[config.mk]
export PLATFORM = sky130hd
export DESIGN_NAME = display_scan_mux_flat
export DESIGN_NICKNAME = d
export VERILOG_FILES = /design/src/rtl/display_scan_mux_pkg.sv /design/src/rtl/display_scan_mux_if.sv /design/src/rtl/display_scan_mux_timer.sv /design/src/rtl/display_scan_mux.sv /design/src/flat_wrapper.sv
export SDC_FILE = /design/constraint.sdc
export NUM_CORES = 1
export LEC_CHECK = 0
export CORE_ASPECT_RATIO = 0.7
export CORE_MARGIN = 2
export CORE_UTILIZATION = 45
export DETAILED_ROUTE_END_ITERATION = 12
export PLACE_DENSITY = 0.71
export SYNTH_ARGS = -nofsm -noshare
export SYNTH_HDL_FRONTEND = slang
export SYNTH_SLANG_ARGS = --single-unit
[constraint.sdc]
create_clock -name clk -period 12.1 [get_ports clk]
set_clock_uncertainty 0.2 [all_clocks]
set_input_delay 1.815 -clock clk [delete_from_list [all_inputs] [get_ports clk]]
set_output_delay 1.815 -clock clk [all_outputs]
set_load 0.02 [all_outputs]
[src/rtl/display_scan_mux_pkg.sv]
// ---------------------------------------------------------------------------
// display_pkg
// Shared constants and helpers for the multiplexed 7-segment scan driver.
//   DEFAULT_DIGIT_W : default width of one digit code
//   BLANK_DIGIT     : digit code presented while nothing has been loaded yet
//   page_w()        : width of a page selector, never narrower than one bit
//   on_cycles()     : number of lit cycles in the drive phase of a slot
// ---------------------------------------------------------------------------
package display_pkg;

   localparam int DEFAULT_DIGIT_W = 4;
   localparam int BLANK_DIGIT     = 0;

   // A single page still needs a one-bit selector so ports never collapse
   // to zero width.
   function automatic int page_w(input int num_pages);
      return (num_pages <= 1) ? 1 : $clog2(num_pages);
   endfunction

   // The lit portion of the drive phase scales linearly with brightness+1.
   // The product is formed at 64 bits so no high bits are lost before the
   // shift; an all-ones brightness code gives the full drive phase.
   function automatic int unsigned on_cycles(input int unsigned slot,
                                             input int unsigned guard,
                                             input int unsigned bright,
                                             input int unsigned bw);
      longint unsigned prod;
      prod = 64'(slot - guard) * 64'(bright + 1);
      return 32'(prod >> bw);
   endfunction

endpackage

[src/rtl/display_scan_mux_if.sv]
// ---------------------------------------------------------------------------
// display_scan_mux_if
// Bundles the digit sources from the calculator datapath and the anode /
// segment-decoder signals of the scan driver.
//   digits      : NUM_PAGES*NUM_DIGITS digit codes, page p digit i at p*NUM_DIGITS+i
//   dp_mask     : decimal point request per digit, same indexing
//   blank_mask  : per-position forced dark
//   lz_suppress : enable leading-zero suppression
//   page_sel    : requested page
//   brightness  : PWM code, 0 = dimmest, all ones = full on
//   an          : anode enables, active low
//   digit_out   : digit code for the segment decoder
//   dp_n        : decimal point, active low
//   frame_start : one-cycle pulse at the start of each frame
//   active_page : page currently shown
// master = datapath side, slave = scan driver.
// ---------------------------------------------------------------------------
interface display_scan_mux_if
   import display_pkg::*;
#(
   parameter int NUM_DIGITS = 4,
   parameter int NUM_PAGES  = 2,
   parameter int DIGIT_W    = DEFAULT_DIGIT_W,
   parameter int BRIGHT_W   = 4
);

   localparam int PAGE_W = page_w(NUM_PAGES);

   logic [NUM_PAGES*NUM_DIGITS*DIGIT_W-1:0] digits;
   logic [NUM_PAGES*NUM_DIGITS-1:0]         dp_mask;
   logic [NUM_DIGITS-1:0]                   blank_mask;
   logic                                    lz_suppress;
   logic [PAGE_W-1:0]                       page_sel;
   logic [BRIGHT_W-1:0]                     brightness;
   logic [NUM_DIGITS-1:0]                   an;
   logic [DIGIT_W-1:0]                      digit_out;
   logic                                    dp_n;
   logic                                    frame_start;
   logic [PAGE_W-1:0]                       active_page;

   modport master (
      output digits, dp_mask, blank_mask, lz_suppress, page_sel, brightness,
      input  an, digit_out, dp_n, frame_start, active_page
   );

   modport slave (
      input  digits, dp_mask, blank_mask, lz_suppress, page_sel, brightness,
      output an, digit_out, dp_n, frame_start, active_page
   );

endinterface

[src/rtl/display_scan_mux_timer.sv]
// ---------------------------------------------------------------------------
// display_scan_timer
// Slot/position counters for the display scan.
//   clk, rst_n  : clock, synchronous active-low reset
//   cnt         : cycle within the current digit slot, 0..SLOT_CYCLES-1
//   idx         : position being scanned, 0..NUM_DIGITS-1
//   guard       : high while cnt is inside the anodes-off guard interval
//   frame_end   : high in the last cycle of a frame (idx and cnt both at max)
//   frame_first : high in the first cycle of a frame (idx and cnt both zero)
// ---------------------------------------------------------------------------
module display_scan_timer #(
   parameter int NUM_DIGITS   = 4,
   parameter int SLOT_CYCLES  = 2048,
   parameter int GUARD_CYCLES = 16,
   parameter int CNT_W        = $clog2(SLOT_CYCLES),
   parameter int IDX_W        = (NUM_DIGITS <= 2) ? 1 : $clog2(NUM_DIGITS)
) (
   input  logic             clk,
   input  logic             rst_n,
   output logic [CNT_W-1:0] cnt,
   output logic [IDX_W-1:0] idx,
   output logic             guard,
   output logic             frame_end,
   output logic             frame_first
);

   logic cnt_last;
   logic idx_last;

   // Terminal-count decodes shared by the counter and the frame strobes.
   always_comb begin
      cnt_last = (cnt == CNT_W'(SLOT_CYCLES - 1));
      idx_last = (idx == IDX_W'(NUM_DIGITS - 1));
   end

   // cnt runs through one slot; on its wrap the scan moves to the next
   // position, and after the last position it returns to position 0.
   always_ff @(posedge clk) begin
      if (!rst_n) begin
         cnt <= '0;
         idx <= '0;
      end else if (cnt_last) begin
         cnt <= '0;
         idx <= idx_last ? '0 : idx + 1'b1;
      end else begin
         cnt <= cnt + 1'b1;
      end
   end

   // Phase and frame-boundary flags, all derived from the current state.
   always_comb begin
      guard       = (32'(cnt) < 32'(GUARD_CYCLES));
      frame_end   = cnt_last && idx_last;
      frame_first = (cnt == '0) && (idx == '0);
   end

endmodule

[src/rtl/display_scan_mux.sv]
// ---------------------------------------------------------------------------
// display_scan_mux
// Time-multiplexed driver for a common-anode 7-segment array. Scans
// NUM_DIGITS positions of one of NUM_PAGES digit pages, with per-position
// decimal point, blanking, leading-zero suppression, a per-slot guard
// interval with all anodes off, and PWM brightness within each slot.
//   clk, rst_n : clock, synchronous active-low reset
//   bus        : display_scan_mux_if.slave
//                inputs  digits, dp_mask, blank_mask, lz_suppress, page_sel,
//                        brightness (all sampled only at frame boundaries)
//                outputs an, digit_out, dp_n, frame_start, active_page
//                        (registered, one cycle behind the scan state)
// ---------------------------------------------------------------------------
module display_scan_mux
   import display_pkg::*;
#(
   parameter int NUM_DIGITS   = 4,
   parameter int NUM_PAGES    = 2,
   parameter int DIGIT_W      = DEFAULT_DIGIT_W,
   parameter int SLOT_CYCLES  = 2048,
   parameter int GUARD_CYCLES = 16,
   parameter int BRIGHT_W     = 4
) (
   input  logic                clk,
   input  logic                rst_n,
   display_scan_mux_if.slave   bus
);

   localparam int PAGE_W = page_w(NUM_PAGES);
   localparam int CNT_W  = $clog2(SLOT_CYCLES);
   localparam int IDX_W  = (NUM_DIGITS <= 2) ? 1 : $clog2(NUM_DIGITS);

   logic [CNT_W-1:0] cnt;
   logic [IDX_W-1:0] idx;
   logic             guard;
   logic             frame_end;
   logic             frame_first;

   logic [NUM_PAGES*NUM_DIGITS*DIGIT_W-1:0] sh_digits;
   logic [NUM_PAGES*NUM_DIGITS-1:0]         sh_dp;
   logic [NUM_DIGITS-1:0]                   sh_blank;
   logic [BRIGHT_W-1:0]                     sh_bright;
   logic                                    sh_lz;
   logic [PAGE_W-1:0]                       sh_page;

   logic [PAGE_W-1:0]  page_clamped;
   logic [DIGIT_W-1:0] page_digit [NUM_DIGITS];
   logic               page_dp    [NUM_DIGITS];
   logic [NUM_DIGITS-1:0] suppressed;
   logic [NUM_DIGITS-1:0] visible;
   logic               zero_run;
   logic [31:0]        on_len;
   logic [31:0]        drive_pos;
   logic               lit;
   logic [NUM_DIGITS-1:0] an_next;

   logic [NUM_DIGITS-1:0] an_q;
   logic [DIGIT_W-1:0]    digit_q;
   logic                  dp_n_q;
   logic                  frame_start_q;
   logic [PAGE_W-1:0]     active_page_q;

   display_scan_timer #(
      .NUM_DIGITS   (NUM_DIGITS),
      .SLOT_CYCLES  (SLOT_CYCLES),
      .GUARD_CYCLES (GUARD_CYCLES),
      .CNT_W        (CNT_W),
      .IDX_W        (IDX_W)
   ) u_timer (
      .clk         (clk),
      .rst_n       (rst_n),
      .cnt         (cnt),
      .idx         (idx),
      .guard       (guard),
      .frame_end   (frame_end),
      .frame_first (frame_first)
   );

   // A request for a page that does not exist shows the highest real page
   // rather than reading past the end of the digit array.
   always_comb begin
      page_clamped = bus.page_sel;
      if (32'(bus.page_sel) >= 32'(NUM_PAGES)) begin
         page_clamped = PAGE_W'(NUM_PAGES - 1);
      end
   end

   // Everything the scan displays comes from this shadow set, reloaded only
   // on the edge that closes a frame, so a frame is never a mix of old and
   // new inputs. Reset leaves every position blanked, so the first frame
   // after reset is dark.
   always_ff @(posedge clk) begin
      if (!rst_n) begin
         sh_digits <= '0;
         sh_dp     <= '0;
         sh_blank  <= '1;
         sh_bright <= '0;
         sh_lz     <= 1'b0;
         sh_page   <= '0;
      end else if (frame_end) begin
         sh_digits <= bus.digits;
         sh_dp     <= bus.dp_mask;
         sh_blank  <= bus.blank_mask;
         sh_bright <= bus.brightness;
         sh_lz     <= bus.lz_suppress;
         sh_page   <= page_clamped;
      end
   end

   // Pick out the digits and decimal points of the page being displayed.
   always_comb begin
      for (int i = 0; i < NUM_DIGITS; i++) begin
         page_digit[i] = sh_digits[(int'(sh_page) * NUM_DIGITS + i) * DIGIT_W +: DIGIT_W];
         page_dp[i]    = sh_dp[int'(sh_page) * NUM_DIGITS + i];
      end
   end

   // Leading-zero suppression walks down from the most significant position:
   // a position stays dark only while it and everything above it is zero
   // with no decimal point. Position 0 always shows so a value of zero
   // still reads "0".
   always_comb begin
      suppressed = '0;
      zero_run   = 1'b1;
      for (int i = NUM_DIGITS - 1; i >= 1; i--) begin
         zero_run      = zero_run && (page_digit[i] == '0) && !page_dp[i];
         suppressed[i] = sh_lz && zero_run;
      end
      visible = ~sh_blank & ~suppressed;
   end

   // After the guard interval the anode of the scanned position is held low
   // for on_len cycles and then released for the rest of the slot.
   always_comb begin
      on_len    = on_cycles(SLOT_CYCLES, GUARD_CYCLES, 32'(sh_bright), BRIGHT_W);
      drive_pos = 32'(cnt) - 32'(GUARD_CYCLES);
      lit       = !guard && visible[idx] && (drive_pos < on_len);
      an_next   = '1;
      if (lit) begin
         an_next[idx] = 1'b0;
      end
   end

   // All outputs are registered from the current scan state, so they trail
   // the counters by one cycle; frame_start therefore marks the cycle whose
   // outputs belong to position 0, cycle 0, and active_page changes on that
   // same cycle together with the new page's digits.
   always_ff @(posedge clk) begin
      if (!rst_n) begin
         an_q          <= '1;
         digit_q       <= DIGIT_W'(BLANK_DIGIT);
         dp_n_q        <= 1'b1;
         frame_start_q <= 1'b0;
         active_page_q <= '0;
      end else begin
         an_q          <= an_next;
         digit_q       <= page_digit[idx];
         dp_n_q        <= !(lit && page_dp[idx]);
         frame_start_q <= frame_first;
         active_page_q <= sh_page;
      end
   end

   assign bus.an          = an_q;
   assign bus.digit_out   = digit_q;
   assign bus.dp_n        = dp_n_q;
   assign bus.frame_start = frame_start_q;
   assign bus.active_page = active_page_q;

endmodule
[src/flat_wrapper.sv]
// flat-port wrapper written by rule: the top's interface ports become plain ports
module display_scan_mux_flat import display_pkg::*;
#(
   parameter int NUM_DIGITS   = 4,
   parameter int NUM_PAGES    = 2,
   parameter int DIGIT_W      = DEFAULT_DIGIT_W,
   parameter int SLOT_CYCLES  = 2048,
   parameter int GUARD_CYCLES = 16,
   parameter int BRIGHT_W     = 4
)
  (clk, rst_n, bus_digits, bus_dp_mask, bus_blank_mask, bus_lz_suppress, bus_page_sel, bus_brightness, bus_an, bus_digit_out, bus_dp_n, bus_frame_start, bus_active_page);
  display_scan_mux_if #(.NUM_DIGITS(NUM_DIGITS), .NUM_PAGES(NUM_PAGES), .DIGIT_W(DIGIT_W), .BRIGHT_W(BRIGHT_W)) bus_i ();
  input  logic clk;
  input  logic rst_n;
  input wire logic [$bits(bus_i.digits)-1:0] bus_digits;
  input wire logic [$bits(bus_i.dp_mask)-1:0] bus_dp_mask;
  input wire logic [$bits(bus_i.blank_mask)-1:0] bus_blank_mask;
  input wire logic [$bits(bus_i.lz_suppress)-1:0] bus_lz_suppress;
  input wire logic [$bits(bus_i.page_sel)-1:0] bus_page_sel;
  input wire logic [$bits(bus_i.brightness)-1:0] bus_brightness;
  output wire logic [$bits(bus_i.an)-1:0] bus_an;
  output wire logic [$bits(bus_i.digit_out)-1:0] bus_digit_out;
  output wire logic [$bits(bus_i.dp_n)-1:0] bus_dp_n;
  output wire logic [$bits(bus_i.frame_start)-1:0] bus_frame_start;
  output wire logic [$bits(bus_i.active_page)-1:0] bus_active_page;
  assign bus_i.digits = bus_digits;
  assign bus_i.dp_mask = bus_dp_mask;
  assign bus_i.blank_mask = bus_blank_mask;
  assign bus_i.lz_suppress = bus_lz_suppress;
  assign bus_i.page_sel = bus_page_sel;
  assign bus_i.brightness = bus_brightness;
  assign bus_an = bus_i.an;
  assign bus_digit_out = bus_i.digit_out;
  assign bus_dp_n = bus_i.dp_n;
  assign bus_frame_start = bus_i.frame_start;
  assign bus_active_page = bus_i.active_page;
  display_scan_mux #(.NUM_DIGITS(NUM_DIGITS), .NUM_PAGES(NUM_PAGES), .DIGIT_W(DIGIT_W), .SLOT_CYCLES(SLOT_CYCLES), .GUARD_CYCLES(GUARD_CYCLES), .BRIGHT_W(BRIGHT_W)) u_core (.clk(clk), .rst_n(rst_n), .bus(bus_i));
endmodule
==> run metrics, run 1 <==
effective utilization at floorplan=0.462; multiplexer share of the synthesized area=0.0512; TritonCTS Buffers=9; Worst slew margin=0.396; port buffer count=62; worst setup slack after layout=6.19 ns; Synth Area in Simple Gates=0.203; Max stage delay on crit path=0.62 ns; DP Wirelength=7850 um; count of flip-flops with a built-in enable after synthesis=0; post-CTS repair timing setup buffer count=0; element type at the critical path start=flip-flop; Non-Filler Cell Area, Final=5700 um2; status=finished, final reports clean; post-cts gate resize count=0; clock tree from TritonCTS=yes; Synth cell types=53; Worst Reg-to-Reg Cells=18; Max-cap violations=0; Die Height=90.3 um; commonest non-fill, non-tap cells in the layout=sky130_fd_sc_hd__nand2_1 (84), sky130_fd_sc_hd__dfxtp_1 (74), sky130_fd_sc_hd__clkdlybuf4s50_1 (62); cell area power density=98.1 nW/um2; origin of the worst min-delay path=u_core.sh_digits[18]; number of hold-slack violations in the final timing report=0; Synth Flop Type=sky130_fd_sc_hd__dfxtp_1; critical register-to-register path startpoint=u_core.sh_bright[0]; final setup TNS=0 ns; Required @ worst endpoint=12.07 ns; number of warnings reported in the yosys synthesis log=0; Final #Nets=655; portion of total power attributed to sequential cells=0.441; fraction of the mapped netlist area in adder cells=0.152; largest net degree at the start of global routing=69; Avg Synthesized Cell Area=9.53 um2; number of iterations in the first detailed-routing pass=4; Syn Nets=606; sequential cell area fraction in the yosys report=0.310; vias in the first global route=3480; Placeable Area=10400 um2; final instance count without filler cells=688; clock latency on the worst-skew pair=0.34 ns; GRT Resource Usage Total=0.190; antenna violations before repair=0; leftover overflow at the end of global routing=0; Total Wirelength=10400 um; share of flip-flops with an asynchronous set or reset=0; DRC viols=0; most common cell after layout, fill and taps aside=sky130_fd_sc_hd__nand2_1; width of the chip=127 um; HP Class=flip-flop to flip-flop; ordered list of cells on the worst path=nand3_1, xnor2_1, inv_1, fa_1, inv_1, fa_1, fa_1, ha_1, a211oi_1, nor2_1, o41ai_2, o21bai_1, xnor2_1, ha_1, a21oi_1, a21oi_1, a21oi_1, o2111ai_1; synthesized-area fraction occupied by ao, oa, aoi and oai cells=0.176; global-route wire length before repair=17100 um; dominant combinational cell family by area after synthesis=simple AND/OR/NAND/NOR gates; Final Cycle Share=0.489; xor and xnor area share after synthesis=0.0403; buffers from clock root to sink, at most=2; combinational group share of total power=0.053; die area=11500 um2; share of post-route cells with drive strength above 1=0.210; Fill cells=932; Placer Congestion=0.855; WS Path Type=flip-flop to flip-flop; Placed Area=5380 um2; CTS clock-pin slew for the worst setup and hold paths=0.06 ns; Starting DRT DRC Count=230; deepest level of the CTS H-tree=3; worst hold path depth=2; slowest stage cell, crit path=sky130_fd_sc_hd__dfxtp_1; Power Internal=0.452 mW; switching share of power=0.191; worst r2r dst=u_core.bus.an[2]; post-layout total power=0.559 mW; fmax=169 MHz; Clock power frac=0.506; worst setup timing slack at the placement stage=6.23 ns; number of rows created at floorplan=31; unrepaired setup endpoints after global routing=no; area growth from synthesis to final layout=19.0%; peak fanout along the critical path=9; vias after detailed routing=3572; Hold Crit Endpoint=u_core.sh_digits[18]; Final Max Tran Viols=0; Lkg Pwr=2.11 nW; Worst-Margin Slew=0.904 ns; clock root buffer master=sky130_fd_sc_hd__clkbuf_16; CTS hold repair buffers=0; number of placed cells counting well taps=672; FF-to-FF setup slack=6.19 ns; synthesized netlist cell count=502; TritonCTS Sinks=74; n_diodes=0; Ports=63; area of the mapped netlist=4790 um2; critical path arrival=5.88 ns; number of register bits inferred by synthesis=74; routed via count divided by cell count=5.19; average wire length per cell after detail routing=15.1 um; Setup Viol. Count Final=0; DRT antenna net count=0; maximum vdd drop=0.0682 mV; switching power=0.107 mW; final critical-path required period=5.91 ns; crit end category=flip-flop
[layer usage]
layer / part of all wire / GRT usage
met1: 0.49 / 0.280
met2: 0.42 / 0.269
met3: 0.077 / 0.0604
met4: 0.011 / 0.0421
met5: 0 / 0
[synth_stat cells (10+ instances only)]
cell,n,share of area
sky130_fd_sc_hd__nand3_1,14,0.015
sky130_fd_sc_hd__dfxtp_1,74,0.31
sky130_fd_sc_hd__nand2_1,84,0.066
sky130_fd_sc_hd__nor2_1,20,0.016
sky130_fd_sc_hd__fa_1,10,0.042
sky130_fd_sc_hd__a21boi_2,45,0.11
sky130_fd_sc_hd__nand2_2,41,0.054
sky130_fd_sc_hd__inv_1,32,0.025
sky130_fd_sc_hd__ha_1,42,0.11
sky130_fd_sc_hd__mux4_2,10,0.047
sky130_fd_sc_hd__clkbuf_1,12,0.0094
sky130_fd_sc_hd__xnor2_1,13,0.024
[cell families after synthesis]
kind of cell,after synthesis
AND/OR/NAND/NOR,195
buffers and inverters,58
multiplexers,12
flip-flops,74
AO/OA/AOI/OAI,89
adder cells (fa/ha/maj),52
XOR/XNOR,22
[power groups by stage]
stage,clock network [mW],registers (mW),logic (mW)
2_1_floorplan,0,0.252,0.00831
6_report,0.283,0.246,0.0295
4_1_cts,0.286,0.246,0.0299
3_3_place_gp,0,0.251,0.0294
5_1_grt,0.298,0.246,0.0313
3_5_place_dp,0,0.251,0.0297
[worst max-delay path, delay by kind of cell, from the launching register on]
| family | cells | cell delay, ns |
|---|---|---|
| compound gates | 7 | 1.51 |
| fa+ha+maj | 5 | 2.29 |
| xor+xnor | 2 | 0.58 |
| flops | 1 | 0.62 |
| buf+inv | 2 | 0.28 |
| simple gates | 2 | 0.26 |
[flip-flops by register name, summed over array words and instances (netlist names), 2 cells and up]
name                  flops
u_core.bus.digit_out      4
u_core.bus.an             4
u_core.u_timer.cnt       11
u_core.sh_bright          4
u_core.sh_blank           4
u_core.sh_dp              8
u_core.sh_digits         32
u_core.u_timer.idx        2
[cell type report]
class,instances,area [um2],area share
Multi-Input combinational cell,370,2980,0.523
Sequential cell,74,1480,0.260
Timing Repair Buffer,64,636,0.112
Clock buffer,14,254,0.0446
Tap cell,132,165,0.0290
Inverter,32,120,0.0211
Clock inverter,2,60.1,0.0105
[worst max path at each step]
stage / start / end / slack (ns) / depth (start not counted)
2_1_floorplan: u_core.sh_bright[0] / u_core.bus.an[2] / 6.83 / 18
4_1_cts: u_core.sh_bright[0] / u_core.bus.an[3] / 6.18 / 18
3_5_place_dp: u_core.sh_bright[0] / u_core.bus.an[2] / 6.23 / 18
5_1_grt: u_core.sh_bright[0] / u_core.bus.an[2] / 5.68 / 18
3_3_place_gp: u_core.sh_bright[0] / u_core.bus.an[2] / 6.49 / 18
6_report: u_core.sh_bright[0] / u_core.bus.an[2] / 6.19 / 18
[per-stage QoR]
step            util  hold slack (ns)
2_1_floorplan      -            0.235
3_3_place_gp   0.520            0.257
3_5_place_dp   0.520            0.254
4_1_cts        0.550            0.268
5_1_grt        0.550            0.288
6_report       0.550            0.267
Note: power is estimated with default switching activity, not from simulation.
==> run 2: changes to the inputs <==
--- a/config.mk
+++ b/config.mk
@@ -9,7 +9,7 @@
 export CORE_MARGIN = 2
 export CORE_UTILIZATION = 45
 export DETAILED_ROUTE_END_ITERATION = 12
-export PLACE_DENSITY = 0.71
+export PLACE_DENSITY = 0.74
 export SYNTH_ARGS = -nofsm -noshare
 export SYNTH_HDL_FRONTEND = slang
 export SYNTH_SLANG_ARGS = --single-unit
==> constraint.sdc (replaced) <==
create_clock -name clk -period 5.3 [get_ports clk]
set_clock_uncertainty 0.2 [all_clocks]
set_input_delay 0.795 -clock clk [delete_from_list [all_inputs] [get_ports clk]]
set_output_delay 0.795 -clock clk [all_outputs]
set_load 0.02 [all_outputs]
==> run 2 against run 1 <==
Global-route usage grew 0.75 points; largest power group unchanged; highest routed layer unchanged; largest cell class unchanged; fmax grew 18%; power grew 130%; sequential share of layout area shrank 0.57 points; clock power grew 130%; cell count grew 1.0%; combinational power grew 130%; sequential power grew 130%.
==> run metrics, run 2 (same netlist as run 1, synthesis figures left out) <==
antenna violations before repair=0 (unchanged); port buffer count=62 (unchanged); switching share of power=0.201 (+0.00977); hold slack=0.266 ns (-0.00145 ns); slowest stage cell, crit path=sky130_fd_sc_hd__fa_1; die area=11500 um2 (unchanged); Largest Register=u_core.sh_digits; clock latency on the worst-skew pair=0.34 ns (about the same); GRT Resource Usage Total=0.197 (+0.00752); final critical-path required period=5.01 ns (-0.901 ns); Placer Congestion=0.867 (+1.4%); leftover overflow at the end of global routing=0 (unchanged); most common cell after layout, fill and taps aside=sky130_fd_sc_hd__nand2_1; Die Height=90.3 um (unchanged); status=finished, final reports clean; largest registers=u_core.sh_digits (32), u_core.u_timer.cnt (11), u_core.sh_dp (8); area growth from synthesis to final layout=22.6%; number of hold-slack violations in the final timing report=0 (unchanged); Total Wirelength=10800 um (+4.5%); DRC viols=0 (unchanged); Max stage delay on crit path=0.61 ns (about the same); Starting DRT DRC Count=247 (+7.4%); peak fanout along the critical path=5 (-4); DP Wirelength=8210 um (+4.6%); average wire length per cell after detail routing=15.6 um (+3.4%); largest net degree at the start of global routing=52 (-25%); number of iterations in the first detailed-routing pass=4 (unchanged); fmax=199 MHz (+18%); CTS hold repair buffers=0 (unchanged); TritonCTS Sinks=74 (unchanged); Lkg Pwr=2.15 nW (+1.9%); Power Internal=1.02 mW (+130%); switching power=0.256 mW (+140%); TritonCTS Buffers=9 (unchanged); width of the chip=127 um (unchanged); DRT antenna net count=0 (unchanged); routed via count divided by cell count=5.27 (+1.5%); Worst-Margin Slew=0.844 ns (-0.0602 ns); ordered list of cells on the worst path=ha_4, and3_1, inv_1, fa_1, inv_2, fa_2, fa_1, ha_4, a211oi_2, nor2_1, o41ai_2, o21bai_1, xnor2_1, ha_1, nand3_2, nor4b_4, a21oi_4, o2111ai_1; global-route wire length before repair=18100 um (+5.5%); Max-cap violations=0 (unchanged); share of post-route cells with drive strength above 1=0.258 (+0.0471); worst setup timing slack at the placement stage=-0.0159 ns (-6.25 ns); number of rows created at floorplan=31 (unchanged); combinational group share of total power=0.053 (about the same); Required @ worst endpoint=5.35 ns (-6.72 ns); Final #Nets=662 (+1.1%); Clock power frac=0.507 (about the same); n_diodes=0 (unchanged); Placeable Area=10400 um2 (unchanged); number of flip-flops in the largest register=32 (unchanged); vias after detailed routing=3662 (+2.5%); clock root buffer master=sky130_fd_sc_hd__clkbuf_16; Final Max Tran Viols=0 (unchanged); critical path arrival=5.06 ns (-0.82 ns); vias in the first global route=3750 (+7.8%); cell area power density=217 nW/um2 (+120%); Worst slew margin=0.436 (+0.0402); CTS clock-pin slew for the worst setup and hold paths=0.06 ns (about the same); portion of total power attributed to sequential cells=0.441 (about the same); Ports=63 (unchanged); worst setup slack after layout=0.287 ns (-5.90 ns); effective utilization at floorplan=0.462 (unchanged); clock tree from TritonCTS=yes; element type at the critical path start=flip-flop; crit end category=flip-flop; WS Path Type=flip-flop to flip-flop; maximum vdd drop=0.165 mV (+140%); commonest non-fill, non-tap cells in the layout=sky130_fd_sc_hd__nand2_1 (84), sky130_fd_sc_hd__dfxtp_1 (71), sky130_fd_sc_hd__clkdlybuf4s50_1 (62); HP Class=flip-flop to flip-flop; deepest level of the CTS H-tree=3 (unchanged); Final Cycle Share=0.946 (+0.457); buffers from clock root to sink, at most=2 (unchanged); Setup Viol. Count Final=0 (unchanged)
run 2: layout make-up:
cell class | instances | area [um2]
clock buffers | 10 | 229
clock inverters | 6 | 91.3
fillers | 878 | 4490
inverters | 32 | 120
multi-input cells | 370 | 3080
flip-flops and latches | 74 | 1490
well taps | 132 | 165
repair buffers | 71 | 688
run 2: metrics by stage:
stage	std cells	total power [mW]	setup TNS (ns)	area [um2]	util
after floorplan	502	0.593	0	4790	-
after global placement	678	0.641	0	5430	0.524
after detailed placement	678	0.642	-0.0414	5430	0.524
after CTS	694	1.28	0	5750	0.555
after global routing	695	1.31	-0.0236	5870	0.567
final	695	1.27	0	5870	0.567
run 2: final timing paths:
check | from | end | slack [ns] | cells after the start
max reg2reg | u_core.sh_bright[1] | u_core.bus.an[2] | 0.29 | 18
min | u_core.sh_dp[0] | u_core.sh_dp[0] | 0.27 | 2
max | u_core.sh_bright[1] | u_core.bus.an[2] | 0.29 | 18
min reg2reg | u_core.sh_dp[0] | u_core.sh_dp[0] | 0.27 | 2
run 2: power groups by stage:
stage	sequential, mW	combinational (mW)	clock, mW
2_1_floorplan	0.574	0.0190	0
3_3_place_gp	0.574	0.0671	0
3_5_place_dp	0.574	0.0674	0
4_1_cts	0.562	0.0680	0.654
5_1_grt	0.561	0.0718	0.682
6_report	0.561	0.0673	0.645
run 2: per-layer routing:
layer | vias up | track usage | wire, um
met5 | - | 0 | 0
met4 | 0 | 0.0540 | 159
met3 | 14 | 0.0581 | 631
met2 | 94 | 0.291 | 4820
met1 | 1744 | 0.281 | 5200
li1 | 1810 | - | -
run 2: what timing repair did:
action	4_1_cts	5_1_grt
hold endpoints to repair	0	0
pin swaps	0	9
buffers inserted	0	1
setup endpoints to repair	4	5
resized for setup	1	24
run 2: worst max-delay path: cells and delay by family (launching register included):
family / cells / cell delay (ns)
xor gates and xnor gates: 1 / 0.13
buffers and inverters: 2 / 0.25
AOI/OAI and AO/OA: 5 / 0.94
DFF: 1 / 0.37
adders and majority gates: 6 / 2.32
and+or+nand+nor: 4 / 0.72
